<file path="config.mk">
export PLATFORM = sky130hd
export DESIGN_NAME = mul_share_arbiter
export DESIGN_NICKNAME = d
export VERILOG_FILES = /design/src/rtl/mul_share_arbiter.sv
export SDC_FILE = /design/constraint.sdc
export NUM_CORES = 1
export LEC_CHECK = 0
export BUFFER_PORTS_ARGS = -buffer_cell sky130_fd_sc_hd__buf_2
export CORE_AREA = 8 8 374 376
export DETAILED_ROUTE_END_ITERATION = 6
export DIE_AREA = 0 0 382 384
export GPL_ROUTABILITY_DRIVEN = 0
export HOLD_SLACK_MARGIN = 0.03
export SKIP_LAST_GASP = 1
export SYNTH_ARGS = -nofsm -noshare
export SYNTH_HDL_FRONTEND = slang
export SYNTH_SLANG_ARGS = --single-unit
</file>
<file path="constraint.sdc">
create_clock -name clock -period 7.71 [get_ports clock]
set_input_delay 0.3855 -clock clock [delete_from_list [all_inputs] [get_ports clock]]
set_output_delay 0.3855 -clock clock [all_outputs]
set_load 0.05 [all_outputs]
</file>
<file path="src/rtl/mul_share_arbiter.sv">
// Round-robin front end for one shared, non-stallable 64x64 pipelined multiplier.
// Grants one operand pair per cycle, tracks each op with a valid/ID tag pipe matched
// to the multiplier latency, and returns the 128-bit product to its requester.
// Optional perf counters are built when MUL_ARB_PERF_EN is defined.
module mul_share_arbiter #(
    parameter int unsigned NREQ    = 4,
    parameter int unsigned MUL_LAT = 4,
    parameter int unsigned IDW     = 2
) (
    input  logic                 clock,
    input  logic                 reset,
    input  logic                 en,
    input  logic [NREQ-1:0]      req_valid,
    output logic [NREQ-1:0]      req_ready,
    input  logic [NREQ*64-1:0]   req_x,
    input  logic [NREQ*64-1:0]   req_y,
    output logic [63:0]          mul_x,
    output logic [63:0]          mul_y,
    input  logic [127:0]         mul_p,
    output logic [NREQ-1:0]      rsp_valid,
    output logic [IDW-1:0]       rsp_id,
    output logic [127:0]         rsp_p,
    output logic                 idle,
    output logic [31:0]          perf_issue,
    output logic [31:0]          perf_conflict
);

    logic [IDW-1:0] ptr_q;
    logic [MUL_LAT:0] tag_v_q;
    logic [IDW-1:0] tag_id_q [MUL_LAT+1];

    logic [NREQ-1:0] grant;
    logic [IDW-1:0]  grant_id;
    logic            hs;
    logic [IDW-1:0]  sel;

    // Round-robin search starting just above the last granted requester.
    always_comb begin
        grant    = '0;
        grant_id = '0;
        hs       = 1'b0;
        sel      = '0;
        if (reset && en) begin
            for (int k = 1; k <= int'(NREQ); k++) begin
                sel = IDW'((int'(ptr_q) + k) % int'(NREQ));
                if (!hs && req_valid[sel]) begin
                    hs         = 1'b1;
                    grant[sel] = 1'b1;
                    grant_id   = sel;
                end
            end
        end
    end

    assign req_ready = grant;

    // Issue operands, advance the tag pipe, and register the returning product.
    always_ff @(posedge clock) begin
        if (!reset) begin
            ptr_q     <= IDW'(NREQ - 1);
            tag_v_q   <= '0;
            for (int k = 0; k <= int'(MUL_LAT); k++) begin
                tag_id_q[k] <= '0;
            end
            mul_x     <= '0;
            mul_y     <= '0;
            rsp_valid <= '0;
            rsp_id    <= '0;
            rsp_p     <= '0;
        end else begin
            if (hs) begin
                ptr_q <= grant_id;
                mul_x <= req_x[64*int'(grant_id) +: 64];
                mul_y <= req_y[64*int'(grant_id) +: 64];
            end
            tag_v_q     <= {tag_v_q[MUL_LAT-1:0], hs};
            tag_id_q[0] <= grant_id;
            for (int k = 1; k <= int'(MUL_LAT); k++) begin
                tag_id_q[k] <= tag_id_q[k-1];
            end
            // Final tag stage lines up with mul_p carrying that op's product.
            if (tag_v_q[MUL_LAT]) begin
                rsp_valid <= NREQ'(1) << tag_id_q[MUL_LAT];
                rsp_id    <= tag_id_q[MUL_LAT];
                rsp_p     <= mul_p;
            end else begin
                rsp_valid <= '0;
            end
        end
    end

    assign idle = ~(|tag_v_q) & ~(|rsp_valid);

`ifdef MUL_ARB_PERF_EN
    logic [31:0] issue_q;
    logic [31:0] conflict_q;
    logic        multi_req;

    // Two or more requesters contending in one cycle.
    assign multi_req = (req_valid & (req_valid - NREQ'(1))) != '0;

    // Saturating perf counters.
    always_ff @(posedge clock) begin
        if (!reset) begin
            issue_q    <= '0;
            conflict_q <= '0;
        end else begin
            if (hs && issue_q != 32'hFFFF_FFFF) begin
                issue_q <= issue_q + 32'd1;
            end
            if (en && multi_req && conflict_q != 32'hFFFF_FFFF) begin
                conflict_q <= conflict_q + 32'd1;
            end
        end
    end

    assign perf_issue    = issue_q;
    assign perf_conflict = conflict_q;
`else
    assign perf_issue    = '0;
    assign perf_conflict = '0;
`endif

endmodule

</file>
Yosys cells after proc, flatten, opt, wreduce, memory -nomap -nowiden:

Memory sizes are Yosys's and may differ from the RTL's.
Index checks and enable logic that the tools add are counted.

* output and inout port bits: 331
* logic and storage cells: 92
* RAM bits: 10
* memories: 1
* flip-flop bits (word level): 269

* order comparisons: 8
* bitwise logic cells: 11
* reductions and logical operators: 14
* add/subtract/negate cells: 4
* shifts and indexed selects: 3
* mux-type cells: 44

Memory list
* tag_id_q: depth 5, bits a word 2, read ports 5, clocked after memory_dff 0, write ports 5, line 30 `logic [IDW-1:0] tag_id_q [MUL_LAT+1];`

Operator list (count)
* 256-bit by 9-bit variable part select with 64-bit output: 2
* 4-bit two-way mux: 8
* 2-bit two-way mux: 10
* 1-bit two-way mux: 18
* 2-bit by 3-bit < comparator with 1-bit output (second input constant): 4
* 4-bit OR: 3
* 1-bit binary-select mux with 2-bit select: 4
* 1-bit demux with 2-bit select: 4
* 2-bit by 1-bit >= comparator with 1-bit output (second input constant): 4
* 1-bit logical AND: 8
* 1-bit OR: 5
* 5-bit OR reduction: 1
* 2-bit by 1-bit adder with 2-bit output (second input constant): 2
* 2-bit adder (second input constant): 2
* 4-bit OR reduction: 1
* 1-bit by 2-bit left shift with 4-bit output (first input constant): 1
* 1-bit logical NOT: 3
* 1-bit inverter: 2
* 2-bit AND reduction: 1
* 1-bit AND: 1

Longest topological paths before layout:

Gate-level depths: netlist of the first run.

* depth in word-level cells: 18
* mapped depth: 12
* mapped depth without buffers: 9

Worst setup path before layout of the first run:

OpenSTA, ideal clock, no wires.

* kind: reg2out
* start point: register ptr_q[0]
* end point: output port req_ready[0]
* required time: 7.325 ns
* path slack: 4.619 ns
* stages on the path, launching flop included: 9
* arrival time: 2.705 ns
* cell sequence: dfxtp_1 -> buf_6 -> inv_1 -> ha_1 -> mux4_2 -> nor3_2 -> and2_4 -> a221oi_1 -> nor2_1

* longest elaborated chain between the ends: 17
* elaborated cells between the ends (all ways): 55
* classes of those cells: add/sub: 4; order compare: 8; mux: 30; bitwise: 3; reduce/logical: 10

RTL lines
* start: declaration: line 28 `logic [IDW-1:0] ptr_q;`
* start signal: assignment: line 60 `ptr_q <= IDW'(NREQ - 1);`
* start signal: assignment: line 72 `ptr_q <= grant_id;`
* branches (longest 15 deep; another with 2-bit by 3-bit < comparator with 1-bit output)
* 4-bit two-way mux *: line 46 `if (!hs && req_valid[sel]) begin`
* 4-bit two-way mux *: line 43 `if (reset && en) begin`
* end: declaration: line 14 `output logic [NREQ-1:0] req_ready,`

Every way passes the cells marked *. The select of a mux whose other input is x is not followed.

Final worst setup path of the first run:

* start point: register ptr_q[0]
* end point: register mul_x[61]

* longest elaborated chain between the ends: 18
* elaborated cells between the ends (all ways): 32
* classes of those cells: add/sub: 4; shift: 1; mux: 21; reduce/logical: 6

RTL lines
* 2-bit by 1-bit adder with 2-bit output: line 45 `sel = IDW'((int'(ptr_q) + k) % int'(NREQ));`
* 1-bit binary-select mux with 2-bit select: line 46
* 1-bit two-way mux (implied by the code): line 46
* 1-bit two-way mux: line 46
* 1-bit two-way mux: line 43
* 1-bit logical NOT: line 46
* 1-bit logical AND: line 46
* 1-bit two-way mux: line 46
* (+2 left out)
* 1-bit logical AND: line 46
* 1-bit two-way mux: line 46
* 1-bit two-way mux: line 43
* 1-bit logical NOT: line 46
* 1-bit logical AND: line 46
* 2-bit two-way mux: line 46
* 2-bit two-way mux: line 43
* 256-bit by 9-bit variable part select with 64-bit output: line 73 `mul_x <= req_x[64*int'(grant_id) +: 64];`
* end signal: assignment: line 73
* end: declaration: line 17 `output logic [63:0] mul_x,`

Parallel ways exist; a longest one is shown, timed or not. The select of a mux whose other input is x is not followed.
A chain may end at the register's enable or synchronous reset.

==> results_dict.tcl, run 1 <==
set metrics [dict create \
    crit_slowest_cell "a211oi_1" \
    worstPathCellList "inv_1 > ha_1 > mux4_2 > nor2b_4 > o21ai_4 > nand2_8 > a211oi_1 > o31ai_1" \
    switching_power_mw 2.043 \
    fin_skew_ns 0.02896 \
    gr-total-overflow 0 \
    outcome "finished, final reports clean" \
    seqPwrFrac_pct 30.7 \
    synth_warnings 0 \
    drv_slew 0 \
    fill_cells 15180 \
    dp.final_hpwl_um 81930 \
    clock.fmax_mhz 183.4 \
    finalHoldViolations 0 \
    crit_buf_inv 1 \
    instances_no_fill 4399 \
    swShare_pct 38.33 \
    finalSetupViolCount 0 \
    synth_cell_types 40 \
    p_int_mw 3.287 \
    path_class "flip-flop to flip-flop" \
    path_clk_slew_ns 0.06 \
    h-tree-depth 2 \
    period_share_pct 70.72 \
    seq_area_frac_synth_pct 37.76 \
    synth_edf_count 0 \
    post_drt_wl_per_cell_um 23.74 \
    worstPathArrival_ns 5.89 \
    required_ns 8.15 \
    clockRootBuffer "clkbuf_16" \
    synth_top_area_share_pct 37.76 \
    critPathLaunchType "flip-flop" \
    cp-end-kind "flip-flop" \
    fin_crit_ns 5.452 \
    drive_gt1_share_pct 38.85 \
    rows 135 \
    synth_top_area_cell "dfxtp_1" \
    cap_violations 0 \
    drt_pre_antenna_iters 7 \
    rsz0062_at_grt "no" \
    grt_max_degree 223 \
    port_buffers 913 \
    viasPerCell 3.859 \
    power_frac_clock_pct 38.4 \
    p_leak_nw 10.21 \
    antenna_found_initial 53 \
    async_reset_ff_share_pct 0 \
    tightestPinTransition_ns 1.258 \
    dp_cells 4160 \
    max_slew_margin_pct 15.62 \
    io_pins 978 \
    comb_power_share_pct 30.9 \
    routed_wirelength_um 104400 \
    synth-seq-cells 279 \
    gr-usage-all-layers_pct 13.20 \
    crit_family "compound AO/OA/AOI/OAI gates" \
    whs_ns 0.08204 \
    netlist_instances 1640 \
    cts.sinks 279 \
    ys.flop_type "dfxtp_1" \
    worstSkewPairLatency_ns 0.63 \
    post_cts.repair.setup_buffers 0 \
    fp.coreArea_mm2 0.1343 \
    syn_area_mm2 0.01479 \
    max_stage_delay_ns 1.25 \
    numCtsBuffers 41 \
    cts_tree "yes" \
    start_util_pct 11.01 \
    die_h_um 384 \
    die_x_um 382 \
    first_global_vias 17080 \
    grt_pass1_wl_um 139100 \
    ant_nets 0 \
    min-delay-path-class "primary input to flip-flop" \
    finalSetupTns_ns 0 \
    cts.path.max_buffers 3 \
    post-route-drc-count 0 \
    area_growth_pct 60.49 \
    die-area_mm2 0.1467 \
    syn_avg_cell_area_um2 9.019 \
    ir_drop_mv 0.1280 \
    detail_route.iter0.violations 958 \
    ys_top_cells_by_area "dfxtp_1, a211oi_1, and3_1" \
    dr_total_vias 16980 \
    powerDensity_mw_per_mm2 224.5 \
    crit_path_max_fanout 102 \
    nets 3227 \
]
==> cell type report <==
class	instances	area, µm²	area share, %
Sequential cell	279	5589	23.55
Inverter	4	20.02	0.08434
Multi-Input combinational cell	1168	8154	34.35
Antenna cell	18	45.04	0.1898
Clock inverter	17	296.5	1.249
Timing Repair Buffer	1078	6269	26.41
Tap cell	1781	2228	9.388
Clock buffer	54	1135	4.781
==> per-layer routing <==
metal,up-vias,track usage (%),part of all wire [%]
li1,7914,-,-
met1,8042,16.28,42
met2,845,21.68,47
met3,155,4.644,8.7
met4,20,3.708,2.9
met5,-,0,0.12
==> worst register-to-register path, cell delays in order, from the launching register on <==
cell      delay [ns]
dfxtp_1         0.69
inv_1           0.26
ha_1            0.50
mux4_2          0.61
nor2b_4         0.18
o21ai_4         0.90
nand2_8         0.59
a211oi_1        1.41
o31ai_1         0.15
==> registers in the layout, indices dropped and copies added, names as in the netlist <==
register	cells
tag_id_q	10
ptr_q	2
tag_v_q	5
rsp_id	2
mul_x	64
mul_y	64
rsp_valid	4
rsp_p	128
==> path summary, 6_finish.rpt <==
check	from	to	slack [ns]	cells after the start
max	ptr_q[0]$_SDFFE_PN1P_	mul_x[61]$_SDFFE_PN0P_	2.26	8
min	mul_p[9]	rsp_p[9]$_SDFFE_PN0P_	0.08	3
max reg2reg	ptr_q[0]$_SDFFE_PN1P_	mul_x[61]$_SDFFE_PN0P_	2.26	8
min reg2reg	tag_id_q[0][2]$_SDFF_PN0_	tag_id_q[0][4]$_SDFF_PN0_	0.43	1
==> cells in the mapped netlist, types with 2 or more instances <==
master and instances:
nor4_1 2, buf_4 72, buf_1 13, ha_1 8, buf_2 62, nor2b_1 131, inv_1 3, a221oi_1 4
clkbuf_1 104, and3_1 256, a31oi_1 2, nand2_1 4, o31ai_1 128, nor2_1 14, nand3_1 128, mux2i_1 130
nor3b_1 2, dfxtp_1 279, and2_1 12, a22oi_1 5, mux4_2 4, mux2_2 3, a211oi_1 256, o21ai_2 2
==> timing repair <==
action	in CTS	in global routing
hold buffers	150	0
endpoints found under the hold margin	148	0
endpoints found under the setup margin	0	0
gates resized for setup	0	0
==> power by group through the flow <==
stage	Combinational (mW)	Clock, mW	Sequential, mW
after CTS	1.66	2.15	1.64
after floorplan	0.679	0	2.03
after detailed placement	1.59	0	1.66
final	1.65	2.05	1.64
after global placement	1.58	0	1.66
after global routing	1.75	2.18	1.65
==> metrics by stage <==
stage / setup slack (ns) / util (%) / total power, mW / area, µm²
floorplan: 4.619 / - / 2.713 / 15030
global placement: 2.665 / 15.46 / 3.241 / 20760
detailed placement: 2.448 / 15.46 / 3.251 / 20760
CTS: 2.417 / 17.64 / 5.451 / 23690
global route: 1.971 / 17.65 / 5.588 / 23700
finish: 2.258 / 17.68 / 5.330 / 23740
==> placed cells by master (no fill, tap or decap), types with 6 or more instances in the layout <==
cell type,Yosys,routed
a211oi_1,256,256
and2_1,12,12
and3_1,256,256
buf_12,0,6
buf_2,62,912
buf_4,72,9
clkbuf_1,104,7
clkbuf_16,0,41
clkbuf_8,0,6
conb_1,1,64
dfxtp_1,279,278
diode_2,0,18
dlygate4sd3_1,0,150
ha_1,8,8
mux2i_1,130,130
nand3_1,128,128
nor2_1,14,14
nor2b_1,131,131
o31ai_1,128,128
==> cells by family (layout without fill, tap and decap cells) <==
kind of cell | Yosys count | in the layout | share of synthesized area [%]
adders and majority gates | 8 | 8 | 0.6768
and+or+nand+nor | 558 | 558 | 22.46
other | 1 | 82 | 0.02535
buffers and inverters | 256 | 1153 | 8.899
DFF | 279 | 279 | 37.76
muxes | 137 | 137 | 9.635
AOI/OAI and AO/OA | 401 | 401 | 20.54
Power figures use the tool's default switching activity.
==> inputs of run 2 (changes only) <==
Settings changed: CORE_AREA 8 8 374 376 to 8 8 372 374, DIE_AREA 0 0 382 384 to 0 0 380 382.
Clock period 7.71 ns to 4.48 ns, I/O delays scaled along.
==> run 2 against run 1 <==
  * Global-route usage up 1.2 points
  * Design area up 16%
  * Worst hold slack better by 0.0027 ns
  * Sequential power up 71%
  * Highest routed layer unchanged
  * Register-to-register slack worse by 2.1 ns
  * First-iteration DRC count up 34%
==> results_dict.tcl, run 2 (synthesized netlist as in run 1, its figures left out) <==
set metrics [dict create \
    outcome "finished, final reports clean" \
    hold_start "req_x[208]" \
    clockRootBuffer "clkbuf_16" \
    total_power_mw 9.692 \
    min-delay-path-class "primary input to flip-flop" \
    ir_drop_mv 0.2458 \
    reg2reg_slack_ns 0.21 \
    reg_top3 "rsp_p (128), mul_x (64), mul_y (64)" \
    numCtsBuffers 41 \
    rsz0062_at_grt "no" \
    tightestPinTransition_ns 1.294 \
    dp.final_hpwl_um 86470 \
    layout_commonest_cell "buf_2" \
    worstPathArrival_ns 4.75 \
    rows 134 \
    fp.coreArea_mm2 0.1325 \
    powerDensity_mw_per_mm2 353.2 \
    drv_slew 0 \
    antenna_found_initial 56 \
    routed_wirelength_um 112800 \
    die-area_mm2 0.1452 \
    max_slew_margin_pct 13.74 \
    ant_nets 0 \
    finalSetupViolCount 0 \
    cts.path.max_buffers 3 \
    whs_ns 0.08474 \
    required_ns 4.95 \
    finalHoldViolations 0 \
    gr-total-overflow 0 \
    first_global_vias 19170 \
    worstSkewPairLatency_ns 0.62 \
    cts_tree "yes" \
    r2r_start "ptr_q[1]$_SDFFE_PN1P_" \
    fin_crit_ns 4.274 \
    cts.sinks 279 \
    path_clk_slew_ns 0.06 \
    die_x_um 380 \
    viasPerCell 3.976 \
    dp_slack_ns 0.2680 \
    regMostFlops "rsp_p" \
    post-route-drc-count 0 \
    post_drt_wl_per_cell_um 23.65 \
    drive_gt1_share_pct 35.36 \
    whs_endpoint "mul_x[16]$_SDFFE_PN0P_" \
    rr_endpoint "mul_x[11]$_SDFFE_PN0P_" \
    critPathLaunchType "flip-flop" \
    drt_pre_antenna_iters 7 \
    nets 3584 \
    dr_total_vias 18970 \
    largest_reg_flops 128 \
    path_class "flip-flop to flip-flop" \
    hold-path-cell-count 3 \
    fin_skew_ns 0.04169 \
    h-tree-depth 2 \
    gr-usage-all-layers_pct 14.36 \
    io_pins 978 \
    grt_pass1_wl_um 151400 \
    grt_max_degree 208 \
    cap_violations 0 \
    crit_path_max_fanout 207 \
    period_share_pct 95.40 \
    clock.fmax_mhz 234.0 \
    cp-end-kind "flip-flop" \
    finalSetupTns_ns 0 \
    finalWorstSetupSlack_ns 0.2059 \
    fill_cells 14530 \
    r2r_cells 10 \
    detail_route.iter0.violations 1286 \
    area_growth_pct 85.55 \
    port_buffers 913 \
    die_h_um 382 \
    start_util_pct 11.17 \
    layout_common_cells "buf_2, dlygate4sd3_1, dfxtp_1" \
    p_leak_nw 11.89 \
]
==> run 2: changes by cell type in the layout (fill, tap and decap cells not counted), moves of 2 or more <==
cell / change
dlygate4sd3_1: +326
diode_2: +24
buf_4: +22
buf_12: +8
inv_6: +5
bufinv_16: +2
clkinv_16: -2
clkinvlp_4: -2
==> run 2: layer usage <==
layer | global-route usage (%) | up-vias | wire, µm
met3 | 4.033 | 242 | 8679
li1 | - | 8663 | -
met5 | 0 | - | 121
met4 | 5.680 | 20 | 5054
met2 | 23.87 | 1057 | 52730
met1 | 17.50 | 8988 | 46230
==> run 2: metrics by stage <==
stage | instance area [µm²] | instances | util [%]
floorplan | 15030 | 1703 | -
detailed placement | 21050 | 4174 | 15.89
CTS | 27300 | 4725 | 20.61
global placement | 21050 | 4174 | 15.89
finish | 27440 | 4771 | 20.72
global route | 27400 | 4755 | 20.69
==> run 2: area by class of cell <==
cell class | count | area (µm²) | area share [%]
diodes | 42 | 105.1 | 0.3830
clock buffers | 52 | 1117 | 4.071
clock inverters | 23 | 372.9 | 1.359
inverters | 4 | 20.02 | 0.07295
multi-input cells | 1169 | 8170 | 29.77
flip-flops and latches | 279 | 5589 | 20.37
well taps | 1768 | 2212 | 8.061
repair buffers | 1434 | 9857 | 35.92
==> run 2: what timing repair did <==
item / in CTS / in global routing
endpoints found under the setup margin: 0 / 26
buffers inserted: 0 / 3
resized for setup: 0 / 1
hold endpoints to repair: 256 / 0
hold buffers: 476 / 0
==> run 2: worst max-delay path, cell delays in order, from the launching register on <==
cell and delay, ns:
dfxtp_1 0.51, inv_1 0.20, ha_1 0.47, mux4_2 0.60, nor2b_1 0.22, o21ai_4 0.19, buf_12 0.26, and3_1 0.46
a211oi_1 0.20, dlygate4sd3_1 0.60, o31ai_1 0.07
==> run 2: where the power goes <==
group	total, mW	leakage, nW	switching, mW	internal, mW
Clock	3.66	0.728	1.46	2.21
Combinational	3.22	8.88	2.07	1.15
Sequential	2.81	2.28	0.124	2.69
Total	9.69	11.9	3.65	6.04
==> run 2: worst max path at each step <==
stage                                         to             startpoint  slack, ns  cells after the start
after CTS                  mul_y[9]$_SDFFE_PN0P_  ptr_q[1]$_SDFFE_PN1P_       0.08                     10
final                     mul_x[11]$_SDFFE_PN0P_  ptr_q[1]$_SDFFE_PN1P_       0.21                     10
after detailed placement  mul_y[43]$_SDFFE_PN0P_  ptr_q[1]$_SDFFE_PN1P_       0.27                     11
after global routing      mul_x[19]$_SDFFE_PN0P_  ptr_q[1]$_SDFFE_PN1P_       0.02                     11
after floorplan                     req_ready[0]  ptr_q[0]$_SDFFE_PN1P_       1.55                      8
after global placement    mul_y[28]$_SDFFE_PN0P_  ptr_q[0]$_SDFFE_PN1P_       0.39                     12
